$ cat config.mk
export PLATFORM = sky130hd
export DESIGN_NAME = chart_sequencer
export DESIGN_NICKNAME = d
export VERILOG_FILES = /design/src/rtl/chart_sequencer.sv
export SDC_FILE = /design/constraint.sdc
export NUM_CORES = 1
export LEC_CHECK = 0
export BUFFER_PORTS_ARGS = -buffer_cell sky130_fd_sc_hd__buf_2
export CAP_MARGIN = 5
export CELL_PAD_IN_SITES_DETAIL_PLACEMENT = 1
export CELL_PAD_IN_SITES_GLOBAL_PLACEMENT = 1
export CORE_ASPECT_RATIO = 1.75
export CORE_UTILIZATION = 41
export CTS_BUF_LIST = sky130_fd_sc_hd__clkbuf_8 sky130_fd_sc_hd__clkbuf_16
export DETAILED_ROUTE_END_ITERATION = 16
export PLACE_DENSITY = 0.82
export SETUP_SLACK_MARGIN = 0.5
export SKIP_CTS_REPAIR_TIMING = 1
export SLEW_MARGIN = 20
export SYNTH_ARGS = -nofsm -noshare
export SYNTH_HDL_FRONTEND = slang
export SYNTH_SLANG_ARGS = --single-unit
$ cat constraint.sdc
create_clock -name clk -period 7.1 [get_ports clk]
set_clock_uncertainty 0.2 [all_clocks]
set_input_delay 2.13 -clock clk [delete_from_list [all_inputs] [get_ports clk]]
set_output_delay 2.13 -clock clk [all_outputs]
set_load 0.02 [all_outputs]
$ cat src/rtl/chart_sequencer.sv
// chart_sequencer: frame-synchronous note scheduler. Walks a beatmap held in a
// synchronous chart ROM and issues {ka, do} note requests on vsync boundaries.
//
// Handshake to the lane queues: request[x] is a valid that is held for exactly
// one frame, from one vsync to the next. lane_full[x] is the inverted ready. It
// is sampled only in the firing cycle. A note fired while its lane is full is
// not retried. It is dropped and counted in drop_cnt.
module chart_sequencer #(
  parameter int ADDR_W = 10,
  parameter int DROP_W = 8
) (
  input  logic              clk,
  input  logic              rst,
  input  logic              vsync,
  input  logic              start,
  input  logic              pause,
  input  logic [1:0]        lane_full,
  output logic [ADDR_W-1:0] rom_addr,
  input  logic [15:0]       rom_data,
  output logic [1:0]        request,
  output logic              playing,
  output logic              done,
  output logic [15:0]       song_frame,
  output logic [DROP_W-1:0] drop_cnt,
  // Debug view of the FSM: 0 IDLE, 1 FETCH, 2 LOAD, 3 WAIT, 4 DONE
  output logic [2:0]        fsm_state
);

  typedef enum logic [2:0] {
    S_IDLE  = 3'd0,
    S_FETCH = 3'd1,
    S_LOAD  = 3'd2,
    S_WAIT  = 3'd3,
    S_DONE  = 3'd4
  } state_t;

  state_t             state, state_nxt;
  logic [9:0]         wait_cnt;
  logic [1:0]         entry_lanes;   // {ka, do} of the entry being timed
  logic               tick;          // an unpaused frame tick
  logic               fire;
  logic               restart;
  logic               last_addr;
  logic [1:0]         fire_bits;
  logic [1:0]         drop_bits;
  logic [1:0]         drop_inc;
  logic [DROP_W:0]    drop_sum;
  logic               rsvd_unused;

  assign tick        = vsync && !pause;
  assign last_addr   = &rom_addr;
  assign playing     = (state == S_FETCH) || (state == S_LOAD) || (state == S_WAIT);
  assign done        = (state == S_DONE);
  assign fsm_state   = state;
  // Reserved entry bits carry no meaning.
  assign rsvd_unused = ^rom_data[12:10];

  // Next-state logic plus the fire/restart strobes and the drop arithmetic.
  always_comb begin
    state_nxt = state;
    fire      = 1'b0;
    restart   = 1'b0;
    fire_bits = 2'b00;
    drop_bits = 2'b00;
    drop_inc  = 2'b00;
    drop_sum  = '0;
    case (state)
      S_IDLE: begin
        if (start) begin
          restart   = 1'b1;
          state_nxt = S_FETCH;
        end
      end
      S_FETCH: state_nxt = S_LOAD;
      S_LOAD:  state_nxt = rom_data[15] ? S_DONE : S_WAIT;
      S_WAIT: begin
        if (tick && (wait_cnt == 10'd0)) begin
          fire      = 1'b1;
          state_nxt = last_addr ? S_DONE : S_FETCH;
        end
      end
      S_DONE: begin
        if (start) begin
          restart   = 1'b1;
          state_nxt = S_FETCH;
        end
      end
      default: state_nxt = S_IDLE;
    endcase
    if (fire) begin
      fire_bits = entry_lanes & ~lane_full;
      drop_bits = entry_lanes & lane_full;
    end
    drop_inc = {1'b0, drop_bits[1]} + {1'b0, drop_bits[0]};
    drop_sum = {1'b0, drop_cnt} + (DROP_W+1)'(drop_inc);
  end

  // FSM state register.
  always_ff @(posedge clk) begin
    if (!rst) state <= S_IDLE;
    else      state <= state_nxt;
  end

  // Datapath: address walk, entry latch, frame countdown, requests and counters.
  always_ff @(posedge clk) begin
    if (!rst) begin
      rom_addr    <= '0;
      wait_cnt    <= 10'd0;
      entry_lanes <= 2'b00;
      request     <= 2'b00;
      song_frame  <= 16'd0;
      drop_cnt    <= '0;
    end else begin
      if (restart)
        rom_addr <= '0;
      else if (fire && !last_addr)
        rom_addr <= rom_addr + ADDR_W'(1);

      if (state == S_LOAD) begin
        wait_cnt    <= rom_data[9:0];
        entry_lanes <= rom_data[14:13];
      end else if ((state == S_WAIT) && tick && (wait_cnt != 10'd0)) begin
        wait_cnt <= wait_cnt - 10'd1;
      end

      // A request lives for exactly one frame: every vsync rewrites it.
      if (vsync)
        request <= fire_bits;

      if (restart)
        song_frame <= 16'd0;
      else if (tick && playing)
        song_frame <= song_frame + 16'd1;

      if (restart)
        drop_cnt <= '0;
      else if (fire)
        drop_cnt <= drop_sum[DROP_W] ? '1 : drop_sum[DROP_W-1:0];
    end
  end

endmodule

# --- After elaboration in Yosys (flattened, before gate mapping) ---
# Index checks and enable logic that the tools add are counted.
# W data, S select, Z words.
totals:
  input_bits: 23
  wordCells: 54
  reg_bits: 51
  out_inout_bits: 41
classes:
  bitwise: 4
  n_reduce_logical: 18
  n_eq_ne: 6
  n_mux: 14
  add_sub_neg: 5
op_table:
  columns: ["cell", "n"]
  rows:
  - ["$mux W10", 2]
  - ["$add A16 B1 Y16 const B", 1]
  - ["$mux W3", 4]
  - ["$pmux W3 S4", 1]
  - ["$add A10 B1 Y10 const B", 1]
  - ["$logic_not A10 Y1", 1]
  - ["$reduce_and A10 Y1", 1]
  - ["$reduce_bool A10 Y1", 1]
  - ["$sub A10 B1 Y10 const B", 1]
  - ["$add A8 B2 Y9", 1]
  - ["$mux W8", 1]
  - ["$eq A3 B2 Y1 const B", 2]
  - ["$logic_and A1 B1 Y1", 6]
  - ["$and A2 B2 Y2", 2]
  - ["$mux W1", 4]
  - ["$mux W2", 2]
  - ["$reduce_or A2 Y1", 2]
  - ["$eq A3 B1 Y1 const B", 1]
  - ["$eq A3 B3 Y1 const B", 1]
  - ["$logic_not A3 Y1", 1]
  - ["$add A1 B1 Y2", 1]
  - ["$logic_not A1 Y1", 2]
  - ["$logic_or A1 B1 Y1", 2]
  - ["$ne A2 B1 Y1 const B", 1]
  - ["5 further kinds", 5]

# --- Depth between registers and ports, before layout ---
depth:
  word_depth: 9
  mapped_depth: 11
  mapped_depth_nobuf: 11

# --- Worst setup path before layout ---
# Ideal clock, no wire load.
synth_timing:
  path_kind: "input to register"
  from: "in vsync"
  to: "reg drop_cnt[6]"
  arrival_time_ps: 4157
  path_stages: 9
  setup_ps: 116
  required_ps: 6784
  path_slack_ps: 2626
  n_path_buf: 0
  path_cell_list: "nor2b_1 -> nand2_2 -> nor2_1 -> nand3_1 -> fa_1 -> nand2b_1 -> nor4_2 -> nand4_1 -> o211a_1"
synth_between:
  elab_chain_len: 8
synth_lines:
  columns: ["item", "line", "rtl"]
  rows:
  - ["start, declared", "14", "input logic vsync,"]
  - ["$logic_and A1 B1 Y1 *", "50", "assign tick = vsync && !pause;"]
  - ["$logic_and A1 B1 Y1 *", "77", "if (tick && (wait_cnt == 10'd0)) begin"]
  - ["$mux W1 *", "77", null]
  - ["$mux W1 *", "67", "case (state)"]
  - ["$mux W2", "90", "if (fire) begin"]
  - ["$add A1 B1 Y2", "94", "drop_inc = {1'b0, drop_bits[1]} + {1'b0, drop_bits[0]};"]
  - ["$add A8 B2 Y9", "95", "drop_sum = {1'b0, drop_cnt} + (DROP_W+1)'(drop_inc);"]
  - ["$mux W8", "138", "drop_cnt <= drop_sum[DROP_W] ? '1 : drop_sum[DROP_W-1:0];"]
  - ["end signal, assigned", "138", null]
  - ["end, declared", "24", "output logic [DROP_W-1:0] drop_cnt,"]
# Mark *: on every way between the ends. The rest lies on a longest branch, timed or not.
# A chain may end at the register's enable or synchronous reset.

# --- Worst setup path in the final report ---
# Ends and elaborated chain as after synthesis.

==> results.cfg <==
[sta]
timing.slew.headroom = 0.314
tightestPinTransition_ps = 1030
min_period_ps = 4730
rsz0062_at_grt = no
finalSetupViolCount = 0
setup_ws_ps = 2370
hold_viol = 0
fin_tns_setup_ps = 0
holdWs_ps = 277
max_freq_ghz = 0.212
fin_crit_sh = 0.666
slew_viol_final = 0

[setup_path]
cp-start-kind = primary input
r2r_cells = 11
crit_slowest_cell = nor4_2
worst-path-max-fanout = 10
worstSetupPathType = in -> reg
worstPathArrival_ps = 4740
critPathCaptureType = register
r2r-end = drop_cnt[6]
cp_cell_sequence = buf_2 -> nor2b_1 -> nand2_2 -> nor2_1 -> nand3_1 -> fa_1 -> nand2b_1 -> nor4_2 -> nand4_1 -> o211a_1
cpPeakStageDelay_ps = 490
worstPathRequired_ps = 7120
r2r_slack_ps = 3360
r2r-start = wait_cnt[0]

[placement]
portBuffers = 60
place_area_mm2 = 0.00286
pre_cts_slack_ps = 2030
dp.cells = 431
gp_congestion = 0.754
dp.final_hpwl_um = 4740

[die]
die_y_um = 105
fp-row-count = 37
ios = 64
design.die.area_mm2 = 0.00644
start_util = 0.426
die_w_um = 61.1
core_mm2 = 0.00588

[global_routing]
grt_use_met1 = 0.219
grt_pass1_vias = 2374
busiest_layer = met2
gr-usage-met2 = 0.388
grt.overflow.total = 0
grtUsageMet3 = 0.0503
grt_max_degree = 31
antenna_found_initial = 0
grt_pass1_wl_um = 10400
grt_util_all_layers = 0.212

[status]
outcome = complete, no violations

[cts]
numCtsBuffers = 5
h-tree-depth = 2
clk_latency_ps = 310
cts_root_buf = clkbuf_8
cts.sinks = 51
cts_tree = done
clockBufferDepth = 2
path_clk_slew_ps = 100

[power]
p_leak_nw = 1.13
irDropWorstVdd_mv = 0.155
p_per_area_mw_per_mm2 = 188
power_mw = 0.554

[drt]
viasPerCell = 5.44
dr.first_iter.drc_count = 81
drtAntennaViolNets = 0
vias = 2388
firstDrtPassIters = 4
post_drt_wl_per_cell_um = 14.2
wirelength_um = 6230
drc_errors = 0

[logic_synthesis]
seq_area_frac_synth = 0.407
synth_top_area_cell = dfxtp_1
ys_warn_count = 0
synth.net_count = 331
synth_async_sr_flop_share = 0
synthDistinctLibCells = 45
synth-edff-count = 0
synthFlopType = dfxtp_1
syn_inst = 303
netlist_area_mm2 = 0.00251
synth-seq-cells = 51
synth_top_area_share = 0.407
avgSynthCellArea_um2 = 8.27
synth_area_leaders = dfxtp_1 (41%), nor2_1 (5.4%), xor2_1 (4.9%), a21oi_1 (4.8%), xnor2_1 (4.2%)

[hold_path]
worstHoldEndpoint = request[0]
whs_path_depth = 2
hold_path.class = reg -> reg
worstHoldStart = request[0]

[layout]
final_area_mm2 = 0.00295
fin_cells = 439
mostFrequentLayoutCells = buf_2 (60), dfxtp_1 (51), nor2_1 (36), a21oi_1 (24)
diodes = 0
utilization = 0.501
area_growth_pct = 17.6
final_common_cell = buf_2
nets = 388
drive_above_1_share = 0.205

[run]
max_cap_viol_count = 0
cells by family (layout without fill, tap and decap cells):
group	Yosys count	in the layout	synth area share
muxes	4	4	0.0165
DFF	51	51	0.407
AOI/OAI and AO/OA	54	54	0.127
adders and majority gates	5	5	0.0280
xor gates and xnor gates	26	26	0.0909
and+or+nand+nor	139	139	0.293
buffers and inverters	24	82	0.0374
worst max-delay path by stage:
stage,start,endpoint
finish,vsync,drop_cnt[6]
global route,vsync,drop_cnt[6]
CTS,vsync,drop_cnt[6]
detailed placement,vsync,drop_cnt[6]
global placement,vsync,drop_cnt[6]
floorplan,vsync,drop_cnt[6]
power breakdown:
group | switching (mW) | internal, mW
Sequential | 0.00991 | 0.294
Clock | 0.0991 | 0.0677
Combinational | 0.0581 | 0.0249
Total | 0.167 | 0.387
critical path: cells and delay by family:
family,cells,cell delay [ps]
AO/OA/AOI/OAI,1,250
adder cells (fa/ha/maj),1,420
buffers and inverters,1,100
AND/OR/NAND/NOR,7,1830
final cells by class:
type / instances / area, µm²
clock buffers: 5 / 68.8
clock inverters: 3 / 16.3
fillers: 764 / 2930
inverters: 14 / 52.6
multi-input cells: 228 / 1390
flip-flops and latches: 51 / 1020
well taps: 78 / 97.6
repair buffers: 60 / 300
synth_stat cells (2+ instances only):
cell,count
dfxtp_1,51
nor2_1,36
a21oi_1,24
nand2_1,18
nor3_1,18
nand3_1,17
inv_1,14
xor2_1,14
o21ai_0,13
xnor2_1,12
nand4_1,10
clkbuf_1,9
nand2b_1,5
nor4_1,5
or3_1,5
ha_1,4
a31oi_1,3
and3_1,3
mux2i_1,3
nand3b_1,3
nor2b_1,3
nor3b_1,3
a211oi_1,2
and4_1,2
nand4b_1,2
nor4_2,2
o211a_1,2
o21a_1,2
or4_1,2
sequential cells by signal (all words and copies together) (netlist names):
| signal | cells |
|---|---|
| drop_cnt | 8 |
| entry_lanes | 2 |
| fsm_state | 3 |
| request | 2 |
| rom_addr | 10 |
| song_frame | 16 |
| wait_cnt | 10 |
per-layer routing:
| layer | vias up | wire (µm) |
|---|---|---|
| met2 | 48 | 3420 |
| met3 | 7 | 248 |
| met1 | 1145 | 2460 |
| met5 | - | 0 |
| li1 | 1188 | - |
| met4 | 0 | 103 |
Note: power is estimated with default switching activity, not from simulation.
